File: src/rtl/fetch_pkg.sv
// Shared types and constants for the fetch/prefetch front end.
// Latency: none, declarations only.
// Backpressure: not applicable.
package fetch_pkg;

    localparam int DEFAULT_XLEN = 32;
    localparam int INSTR_W      = 32;

    // addi x0, x0, 0 -- presented on fetch_instr while nothing is buffered
    localparam logic [INSTR_W-1:0] NOP = 32'h0000_0013;

    // One prefetched instruction together with the PC it was fetched from
    typedef struct packed {
        logic [DEFAULT_XLEN-1:0] pc;
        logic [INSTR_W-1:0]      instr;
    } fetch_entry_t;

endpackage

File: src/rtl/fetch_fifo.sv
// Generic synchronous FIFO with first-word-fall-through head and single-cycle flush.
// Latency: a pushed word is visible at the head on the cycle after the push.
// Backpressure: push while full and pop while empty are ignored; flush overrides both.
module fetch_fifo #(
    parameter int DEPTH = 4,
    parameter int WIDTH = 64
) (
    input  logic                     clk,
    input  logic                     reset,
    input  logic                     push,
    input  logic [WIDTH-1:0]         pushDat,
    input  logic                     pop,
    input  logic                     flush,
    output logic [WIDTH-1:0]         headDat,
    output logic [$clog2(DEPTH):0]   count,
    output logic                     empty,
    output logic                     full
);

    localparam int              AW       = $clog2(DEPTH);
    localparam logic [AW:0]     FULL_CNT = (AW+1)'(DEPTH);
    localparam logic [AW-1:0]   PTR_ONE  = AW'(1);

    logic [WIDTH-1:0] mem [DEPTH];
    logic [AW-1:0]    wrPtr;
    logic [AW-1:0]    rdPtr;
    logic             doPush;
    logic             doPop;

    // qualify requests against occupancy; a flush cancels both
    always_comb begin
        doPush = push && !full && !flush;
        doPop  = pop && !empty && !flush;
    end

    // storage has no reset: entries are only observed while count marks them valid
    always_ff @(posedge clk) begin
        if (doPush) begin
            mem[wrPtr] <= pushDat;
        end
    end

    // pointers and occupancy, cleared by reset or flush
    always_ff @(posedge clk) begin
        if (reset || flush) begin
            wrPtr <= '0;
            rdPtr <= '0;
            count <= '0;
        end else begin
            if (doPush) begin
                wrPtr <= wrPtr + PTR_ONE;
            end
            if (doPop) begin
                rdPtr <= rdPtr + PTR_ONE;
            end
            count <= count + (AW+1)'(doPush) - (AW+1)'(doPop);
        end
    end

    // status flags and fall-through head
    always_comb begin
        empty   = (count == '0);
        full    = (count == FULL_CNT);
        headDat = mem[rdPtr];
    end

endmodule

File: src/rtl/fetch_prefetch_unit.sv
// Instruction fetch with prefetch FIFO over a variable-latency in-order imem interface.
// Latency: with a 1-cycle memory, fetch_valid rises 2 cycles after a request is accepted.
// Backpressure: stall_d holds the head; requests stop once in-flight plus buffered reaches DEPTH.
module fetch_prefetch_unit
    import fetch_pkg::*;
#(
    parameter int              XLEN            = DEFAULT_XLEN,
    parameter int              DEPTH           = 4,
    parameter int              MAX_OUTSTANDING = 2,
    parameter logic [XLEN-1:0] RESET_PC        = '0
) (
    input  logic               clk,
    input  logic               reset,
    output logic               imem_req_valid,
    input  logic               imem_req_ready,
    output logic [XLEN-1:0]    imem_req_addr,
    input  logic               imem_rsp_valid,
    input  logic [INSTR_W-1:0] imem_rsp_data,
    input  logic               redirect_valid,
    input  logic [XLEN-1:0]    redirect_pc,
    input  logic               stall_d,
    output logic               fetch_valid,
    output logic [XLEN-1:0]    fetch_pc,
    output logic [INSTR_W-1:0] fetch_instr,
    output logic [XLEN-1:0]    fetch_pc_plus4
);

    localparam int              CW        = $clog2(DEPTH) + 1;
    localparam logic [CW:0]     DEPTH_C   = (CW+1)'(DEPTH);
    localparam logic [CW-1:0]   MAX_OUT_C = CW'(MAX_OUTSTANDING);
    localparam logic [CW-1:0]   CNT_ONE   = CW'(1);
    localparam logic [XLEN-1:0] PC_STEP   = XLEN'(4);

    typedef struct packed {
        logic [XLEN-1:0]    pc;
        logic [INSTR_W-1:0] instr;
    } entry_t;

    logic [XLEN-1:0] reqPc;
    logic [XLEN-1:0] rspPc;
    logic [XLEN-1:0] redirectTarget;
    logic [CW-1:0]   outstanding;
    logic [CW-1:0]   dropCnt;
    logic [CW-1:0]   fifoCount;
    logic [CW:0]     creditUsed;
    logic            reqFire;
    logic            rspFire;
    logic            fifoPush;
    logic            fifoPop;
    logic            fifoEmpty;
    logic            fifoFull;
    entry_t          pushEntry;
    entry_t          headEntry;
    logic [1:0]      unusedRedirectLsbs;

    // request issue: credits cover live responses still owed plus what is already buffered
    always_comb begin
        creditUsed     = {1'b0, outstanding} - {1'b0, dropCnt} + {1'b0, fifoCount};
        imem_req_valid = !reset && !redirect_valid
                         && (creditUsed < DEPTH_C)
                         && (outstanding < MAX_OUT_C);
        imem_req_addr  = reqPc;
        reqFire        = imem_req_valid && imem_req_ready;
    end

    // response acceptance, FIFO control and redirect target alignment
    always_comb begin
        // with nothing in flight a response can only be a leftover from before reset
        rspFire            = imem_rsp_valid && (outstanding != '0);
        fifoPush           = rspFire && (dropCnt == '0) && !redirect_valid;
        pushEntry          = '{pc: rspPc, instr: imem_rsp_data};
        fifoPop            = fetch_valid && !stall_d && !redirect_valid;
        redirectTarget     = {redirect_pc[XLEN-1:2], 2'b00};
        unusedRedirectLsbs = redirect_pc[1:0];
    end

    // request PC: steps on each accepted request, jumps to the aligned target on redirect
    always_ff @(posedge clk) begin
        if (reset) begin
            reqPc <= RESET_PC;
        end else if (redirect_valid) begin
            reqPc <= redirectTarget;
        end else if (reqFire) begin
            reqPc <= reqPc + PC_STEP;
        end
    end

    // response PC: tags each kept response, so it only moves on a push
    always_ff @(posedge clk) begin
        if (reset) begin
            rspPc <= RESET_PC;
        end else if (redirect_valid) begin
            rspPc <= redirectTarget;
        end else if (fifoPush) begin
            rspPc <= rspPc + PC_STEP;
        end
    end

    // requests in flight at the memory, stale or live
    always_ff @(posedge clk) begin
        if (reset) begin
            outstanding <= '0;
        end else begin
            outstanding <= outstanding + CW'(reqFire) - CW'(rspFire);
        end
    end

    // stale responses still to discard; a response landing with the redirect is itself dropped
    always_ff @(posedge clk) begin
        if (reset) begin
            dropCnt <= '0;
        end else if (redirect_valid) begin
            dropCnt <= outstanding - CW'(rspFire);
        end else if (rspFire && (dropCnt != '0)) begin
            dropCnt <= dropCnt - CNT_ONE;
        end
    end

    fetch_fifo #(
        .DEPTH (DEPTH),
        .WIDTH ($bits(entry_t))
    ) u_fifo (
        .clk     (clk),
        .reset   (reset),
        .push    (fifoPush),
        .pushDat (pushEntry),
        .pop     (fifoPop),
        .flush   (redirect_valid),
        .headDat (headEntry),
        .count   (fifoCount),
        .empty   (fifoEmpty),
        .full    (fifoFull)
    );

    // decode-facing head; a NOP is shown whenever nothing valid is buffered
    always_comb begin
        fetch_valid    = !fifoEmpty && !reset;
        fetch_pc       = headEntry.pc;
        fetch_instr    = fetch_valid ? headEntry.instr : NOP;
        fetch_pc_plus4 = headEntry.pc + PC_STEP;
    end

    // the credit scheme must leave room for every kept response
    aNoOverflow: assert property (@(posedge clk) disable iff (reset) fifoPush |-> !fifoFull);

    // discards can never exceed what is actually in flight
    aDropBound: assert property (@(posedge clk) disable iff (reset) dropCnt <= outstanding);

    // in-flight limit is respected
    aOutBound: assert property (@(posedge clk) disable iff (reset) outstanding <= MAX_OUT_C);

    // a refused request stays put until accepted or cancelled by redirect/reset
    aReqStable: assert property (@(posedge clk) disable iff (reset)
        (imem_req_valid && !imem_req_ready)
        |=> (redirect_valid || reset || (imem_req_valid && $stable(imem_req_addr))));

endmodule

File: config.mk
export PLATFORM = sky130hd
export DESIGN_NAME = fetch_prefetch_unit
export DESIGN_NICKNAME = d
export VERILOG_FILES = /design/src/rtl/fetch_pkg.sv /design/src/rtl/fetch_fifo.sv /design/src/rtl/fetch_prefetch_unit.sv
export SDC_FILE = /design/constraint.sdc
export NUM_CORES = 1
export LEC_CHECK = 0
export ABC_AREA = 1
export CORE_ASPECT_RATIO = 0.75
export CORE_MARGIN = 8
export CORE_UTILIZATION = 50
export DETAILED_ROUTE_END_ITERATION = 8
export DONT_BUFFER_PORTS = 1
export SLEW_MARGIN = 5
export SYNTH_ARGS = -nofsm -noshare
export SYNTH_HDL_FRONTEND = slang
export SYNTH_HIERARCHICAL = 1
export SYNTH_SLANG_ARGS = --single-unit
export TNS_END_PERCENT = 100
File: constraint.sdc
create_clock -name clk -period 5.3 [get_ports clk]
set_clock_uncertainty 0.1 [all_clocks]
set_input_delay 0.53 -clock clk [delete_from_list [all_inputs] [get_ports clk]]
set_output_delay 0.53 -clock clk [all_outputs]
set_load 0.01 [all_outputs]
# After elaboration in Yosys (flattened, before gate mapping)

Memory sizes are Yosys's and may differ from the RTL's. A register that Yosys moved wholly into a read port is not among the register bits.
Cells that the tools add are included.

Memories kept: 1
Word-level logic and storage cells: 66
Bits of input ports: 70
Bits in registers: 77
Memory bits (writable): 256

Reductions and logical operators: 29
Muxes and demuxes: 11
Equal/unequal tests: 1
$add $sub $neg: 13
Magnitude comparators: 2

Memory list:

| memory     | depth | width | rd ports | clocked after memory_dff | write ports | RTL line         | RTL |
|---|---|---|---|---|---|---|---|
| u_fifo.mem | 4     | 64    | 1        | 1                        | 1           | fetch_fifo.sv:24 | `logic [WIDTH-1:0] mem [DEPTH];` |

Operator list:

| cell                                                                 | count |
|---|---|
| 32-bit 2-to-1 mux                                                    | 5 |
| 32-bit by 3-bit adder with 32-bit output, second input constant      | 3 |
| 1-bit logical AND                                                    | 15 |
| 3-bit by 1-bit subtractor with 3-bit output                          | 3 |
| 3-bit by 1-bit adder with 3-bit output                               | 2 |
| 3-bit zero test                                                      | 2 |
| 3-bit 2-to-1 mux                                                     | 2 |
| 2-bit nonzero test                                                   | 3 |
| 3-bit nonzero test                                                   | 2 |
| 1-bit zero test                                                      | 5 |
| 2-bit by 1-bit adder with 2-bit output, second input constant        | 2 |
| 4-bit by 3-bit adder with 4-bit output                               | 1 |
| 4-bit by 3-bit < comparator with 1-bit output, second input constant | 1 |
| 2-bit 2-to-1 mux                                                     | 2 |
| 3-bit by 3-bit subtractor with 4-bit output                          | 1 |
| 3-bit == test, second input constant                                 | 1 |
| 3-bit by 2-bit < comparator with 1-bit output, second input constant | 1 |
| 3-bit by 1-bit subtractor with 3-bit output, second input constant   | 1 |
| 1-bit 2-to-1 mux                                                     | 2 |
| 2-bit OR reduction                                                   | 1 |
| 1-bit logical OR                                                     | 1 |

# Depth between registers and ports, before layout

Gate-level depths: netlist of the first run.

Depth in word-level cells: 9
Depth in mapped cells: 18

# Modules after synthesis

Netlist of the first run, hierarchy kept.

Modules (own cells, without submodules):

| module              | cells each | instances | area each (um^2) | seq. area each (um^2) |
|---|---|---|---|---|
| fetch_fifo          | 689        | 1         | 9,998.3          | 7,867.5 |
| fetch_prefetch_unit | 1,000      | 1         | 5,806.8          | 1,321.3 |

# Worst setup path before layout of the first run

No wires, ideal clock.

Kind: flip-flop to flip-flop
Start point: reg dropCnt[0]
End point: mem u_fifo.mem[0][0], enable pin
Period minus slack after synthesis: 4.583 ns
Setup time: 0.487 ns
Stages on the path, launching flop included: 8
Arrival: 3.997 ns
Buffers on the path: 1
Setup slack: 0.717 ns
Cell sequence: dfxtp_1 inv_1 ha_1 nand4_2 nor2_1 buf_2 nand3b_1 nor2_1

Word-level cells in the longest chain between the ends: 7

Ends and longest elaborated chain:

| what                                   | RTL line                   | RTL |
|---|---|---|
| start: declaration                     | fetch_prefetch_unit.sv:43  | `logic [CW-1:0] dropCnt;` |
| start signal: assignment               | fetch_prefetch_unit.sv:113 | `dropCnt <= outstanding - CW'(rspFire);` |
| start signal: assignment               | fetch_prefetch_unit.sv:115 | `dropCnt <= dropCnt - CNT_ONE;` |
| 3-bit zero test                        | fetch_prefetch_unit.sv:70  | `fifoPush = rspFire && (dropCnt == '0) && !redirect_valid;` |
| 1-bit logical AND (2 in a row)         | fetch_prefetch_unit.sv:70  |  |
| via fifoPush                           | fetch_prefetch_unit.sv:48  | `logic fifoPush;` |
| 1-bit logical AND (2 in a row)         | fetch_fifo.sv:32           | `doPush = push && !full && !flush;` |
| 1-bit 2-to-1 mux                       | fetch_fifo.sv:38           | `if (doPush) begin` |
| 1-bit 2-to-1 mux (not written as such) | fetch_fifo.sv:39           | `mem[wrPtr] <= pushDat;` |
| end: declaration                       | fetch_fifo.sv:24           |  |

The timed path passes the listed nets, and every way through them passes these cells.

==> results of run 1 <==
worst max-delay path by stage:
stage | startpoint | to | depth (start not counted)
floorplan | dropCnt[0] | u_fifo/mem[0][0] | 7
global placement | flop | fetch_pc_plus4[22] | 12
detailed placement | flop | fetch_pc_plus4[28] | 11
CTS | flop | fetch_pc_plus4[28] | 11
global route | flop | fetch_pc_plus4[22] | 12
finish | flop | fetch_pc_plus4[22] | 11
repair_timing:
item / 4_1_cts / 5_1_grt
buffers inserted: 0 / 0
setup endpoints to repair: 0 / 0
hold endpoints to repair: 170 / 0
hold buffers: 33 / 0
layout make-up:
type | instances | share of cell area, %
inverters | 160 | 3.46
repair buffers | 47 | 2.70
clock buffers | 51 | 5.54
flip-flops and latches | 331 | 52.7
well taps | 406 | 2.91
clock inverters | 12 | 0.523
multi-input cells | 1134 | 32.2
through the flow:
step                      cell area [sq um]  setup WS (ns)  hold WS, ns
after floorplan                       15800          0.717        0.362
after global placement                16100           1.12        0.373
after detailed placement              16100           1.04        0.377
after CTS                             17500          0.475      0.00141
after global routing                  17500          0.152       0.0177
final                                 17500          0.534       0.0317
critical path: stages (launching register included):
cell and delay [ns]:
dfxtp_4 0.55, inv_4 0.81, o21ai_1 0.11, o22ai_1 0.74
nand3_2 0.25, nor2_4 0.19, nand3_2 0.14, nor2_2 0.20
nand2_2 0.09, nor2_2 0.15, nand2_1 0.08, xnor2_1 0.27
power by group:
| part | internal (uW) | switching [uW] |
|---|---|---|
| clock | 1320 | 968 |
| sequential | 2890 | 114 |
| combinational | 197 | 378 |
| total | 4400 | 1460 |
routing by layer:
layer | global-route usage (%) | part of all wire [%] | vias to the layer above
li1 | - | - | 5759
met1 | 31.6 | 47 | 5660
met2 | 32.9 | 43 | 423
met3 | 4.35 | 8.0 | 61
met4 | 5.01 | 1.8 | 0
met5 | 0 | 0 | -
registers in the layout, indices dropped and copies added, names as in the netlist, named ones only:
register	flops
u_fifo/mem	256
u_fifo/count	3
imem_req_addr	30
rspPc	30
u_fifo/wrPtr	2
dropCnt	3
outstanding	3
u_fifo/rdPtr	2
==> flow_summary.json, run 1 <==
{
  "outcome": "complete, no violations",
  "core_area_sq_um": 31200,
  "arrival_ns": 4.14,
  "cts_tree": "done",
  "setup_tns_ns": 0,
  "wire_per_inst_um": 19.4,
  "netlist_instances": 1688,
  "place_hpwl_mm": 27.3,
  "power_uw": 5860,
  "die_area_sq_um": 37600,
  "first_pass_iters": 6,
  "wirelength_mm": 41.5,
  "setup_viol": 0,
  "min_period_ns": 4.77,
  "min_from": "reset",
  "slew-limit-headroom_pct": 25.5,
  "cap_violations": 0,
  "hp-class": "primary input to flop",
  "grt_pass1_wl_mm": 64.9,
  "slew_violations": 0,
  "grt_max_degree": 92,
  "hold-path-cell-count": 1,
  "min_period_over_period_pct": 89.9,
  "die_h_um": 170,
  "antenna_found_initial": 0,
  "overflow": 0,
  "grt_util_all_layers_pct": 21.6,
  "mostFrequentLayoutCells": "nor2_1 (299), nand2_1 (286), edfxtp_1 (256)",
  "cp-end-kind": "output port",
  "final_common_cell": "nor2_1",
  "worstMarginPinSlew_ns": 1.12,
  "ant_nets": 0,
  "p_per_area_nw_per_um2": 336,
  "io_pins": 200,
  "nets": 1802,
  "layout.cells.non_filler": 2141,
  "reg2reg_slack_ns": 1.75,
  "start_util_pct": 50.7,
  "required_ns": 4.67,
  "htree_levels": 2,
  "multi_input_area_sq_um": 5620,
  "cts_buffer_depth": 3,
  "timing.fmax_ghz": 0.210,
  "yosysWarnings": 6,
  "rows": 56,
  "antennaDiodeCount": 0,
  "root_buffer": "clkbuf_16",
  "vias": 11900,
  "via_per_inst": 5.56,
  "syn_to_final_growth_pct": 10.4,
  "gp_congestion": 0.899,
  "dp_cells": 2045,
  "drtIter0Drc": 1056,
  "worst-r2r-cell-count": 8,
  "critPathKind": "flop to output port",
  "layout-drive-gt1-share_pct": 5.82,
  "worst_r2r_endpoint": "u_fifo/mem[1][51]",
  "path_max_fanout": 91,
  "fp.dieW_um": 221,
  "regArea_sq_um": 9190,
  "clock_latency_ns": 0.52,
  "grt_pass1_vias": 11200,
  "hold_violations": 0,
  "drc": 0,
  "grt_setup_unrepaired": "false",
  "r2r_start": "dropCnt[0]",
  "leakage_uw": 0.00638,
  "path_clk_slew_ns": 0.06,
  "final_util_pct": 56.0,
  "min_to": "rspPc[10]",
  "numCtsBuffers": 35,
  "synth.avg_cell_area_sq_um": 9.36,
  "ctsResizeCount": 0,
  "num-fill-cells": 2758,
  "cp-start-kind": "flop",
  "synth.cell_area_sq_um": 15800,
  "ir_drop_mv": 0.347,
  "cts_sinks": 331,
  "port_buffers": 0
}
(Power assumes the default switching activity.)
==> inputs of run 2 (changes only) <==
Settings changed: ABC_AREA 1 to not set.
==> flow_summary.json, run 2 <==
{
  "path_max_fanout": 35,
  "worstMarginPinSlew_ns": 1.05,
  "netlist_instances": 969,
  "vias": 8409,
  "cap_violations": 0,
  "arrival_ns": 3.68,
  "synth_top_area_cell": "edfxtp_1",
  "drc": 0,
  "grt_util_all_layers_pct": 18.9,
  "clock_latency_ns": 0.51,
  "setup_viol": 0,
  "multi_input_area_sq_um": 4940,
  "synth_seq_cells": 331,
  "critPathKind": "flop to output port",
  "regMostFlops": "u_fifo/mem",
  "layout.cells.non_filler": 1428,
  "reg2reg_slack_ns": 1.33,
  "holdWs_ns": 0.0291,
  "via_per_inst": 5.89,
  "path_clk_slew_ns": 0.06,
  "cp-end-kind": "output port",
  "slew-limit-headroom_pct": 30.1,
  "dp_cells": 1332,
  "fp.dieW_um": 212,
  "final_common_cell": "edfxtp_1",
  "synth_common_cells": "edfxtp_1 (256), dfxtp_1 (75), mux4_2 (64)",
  "setup_ws_ns": 0.991,
  "core_area_sq_um": 28800,
  "die_area_sq_um": 34700,
  "outcome": "complete, no violations",
  "cts_sinks": 331,
  "die_h_um": 163,
  "numCtsBuffers": 35,
  "grt_pass1_vias": 8222,
  "min_period_over_period_pct": 81.3,
  "ant_nets": 0,
  "wirelength_mm": 33.5,
  "ir_drop_mv": 0.324,
  "synth.avg_cell_area_sq_um": 14.9,
  "yosysWarnings": 6,
  "place_hpwl_mm": 22.0,
  "overflow": 0,
  "synth_edf_count": 256,
  "synth_top_area_share_pct": 53.1,
  "pre_cts_slack_ns": 1.33,
  "setup_tns_ns": 0,
  "worst_r2r_endpoint": "outstanding[2]",
  "port_buffers": 0,
  "hp-class": "primary input to flop",
  "p_per_area_nw_per_um2": 360,
  "timing.fmax_ghz": 0.232,
  "wire_per_inst_um": 23.5,
  "htree_levels": 2,
  "antenna_found_initial": 0,
  "grt_setup_unrepaired": "false",
  "hold_violations": 0,
  "min_period_ns": 4.31,
  "ys_types": 73,
  "num-fill-cells": 2318,
  "drtIter0Drc": 685,
  "root_buffer": "clkbuf_16",
  "first_pass_iters": 5,
  "yosysMostFrequentCell": "edfxtp_1",
  "largest_reg_flops": 256,
  "mostFrequentLayoutCells": "edfxtp_1 (256), dfxtp_1 (73), mux4_2 (64)",
  "synthTopCellsByArea": "edfxtp_1 (53%), dfxtp_1 (10%), mux4_2 (10%), xnor2_1 (2.1%), xor2_1 (1.8%)",
  "cts_tree": "done",
  "r2r_start": "outstanding[1]",
  "power_uw": 5840,
  "grt_pass1_wl_mm": 50.3,
  "regArea_sq_um": 9190,
  "rows": 54,
  "required_ns": 4.67,
  "yosysSeqAreaShare_pct": 63.5,
  "cp-start-kind": "flop",
  "worst-r2r-cell-count": 15,
  "start_util_pct": 50.3,
  "hold-path-cell-count": 1,
  "ys_async_sr_fraction_pct": 0,
  "grt_max_degree": 73,
  "layout-drive-gt1-share_pct": 13.9,
  "syn_to_final_growth_pct": 12.2,
  "synth.cell_area_sq_um": 14500,
  "gp_congestion": 0.827,
  "synth_flop_cell": "edfxtp_1",
  "ctsResizeCount": 0,
  "io_pins": 200,
  "min_to": "imem_req_addr[16]",
  "leakage_uw": 0.00516,
  "min_from": "reset",
  "nets": 1104,
  "cts_buffer_depth": 3,
  "slew_violations": 0,
  "antennaDiodeCount": 0
}
-- run 2: changes by cell type in the layout (fill, tap and decap cells not counted), moves of 18 or more --
cell / delta
nand2_1: -241
o21a_1: +19
o22ai_1: -64
o21ai_0: -91
o21ai_1: -60
and2_1: +33
inv_1: -128
nor2_1: -267
mux4_2: +64
nand3_1: -44
a21oi_1: -37
and3_1: +18
-- run 2: worst max path at each step --
stage	from	to	slack, ns	depth (start not counted)
5_1_grt	flop	fetch_pc_plus4[29]	0.65	8
3_5_place_dp	outstanding[1]	outstanding[2]	1.33	15
4_1_cts	flop	fetch_pc_plus4[29]	0.80	8
2_1_floorplan	redirect_valid	u_fifo/mem[0][0]	1.33	8
3_3_place_gp	outstanding[1]	outstanding[2]	1.32	15
6_report	flop	fetch_pc_plus4[29]	0.99	8
-- run 2: final cells by class --
cell class | instances | area share (%)
well taps | 392 | 3.02
flip-flops and latches | 331 | 56.6
clock inverters | 16 | 0.632
inverters | 30 | 0.701
clock buffers | 46 | 6.03
repair buffers | 43 | 2.57
multi-input cells | 570 | 30.4
-- run 2: layer usage --
layer	global-route usage, %	vias to the layer above	wire, um
li1	-	3855	-
met1	27.1	4257	15400
met2	28.3	242	14900
met3	4.76	55	2480
met4	5.39	0	708
met5	0	-	0
-- run 2: power breakdown --
part	switching, uW	internal (uW)
Clock	963	1350
Sequential	101	2880
Combinational	326	222
Total	1390	4450
-- run 2: critical path: stages (launching register included) --
cell,delay (ns)
dfxtp_4,0.54
buf_4,0.37
buf_4,0.65
mux4_2,0.51
nand4_1,0.13
nor4_1,0.30
buf_4,0.21
nand4_1,0.12
xnor2_1,0.29
-- run 2: logic make-up after synthesis --
family / share of synthesized area, %
mux: 10.2
compound gates: 7.06
fa+ha+maj: 2.20
flops: 63.5
xor+xnor: 3.81
other cells: 0.0259
simple gates: 10.6
buf+inv: 2.70
-- run 2: timing repair --
item                                   CTS  global route
endpoints found under the hold margin  163             0
hold buffers                            34             0
buffers inserted                         0             0
setup endpoints to repair                0             0
-- run 2: per-stage QoR --
step	area, sq um	utilization [%]
2_1_floorplan	14500	-
3_3_place_gp	14800	51.5
3_5_place_dp	14800	51.5
4_1_cts	16200	56.4
5_1_grt	16200	56.4
6_report	16200	56.4
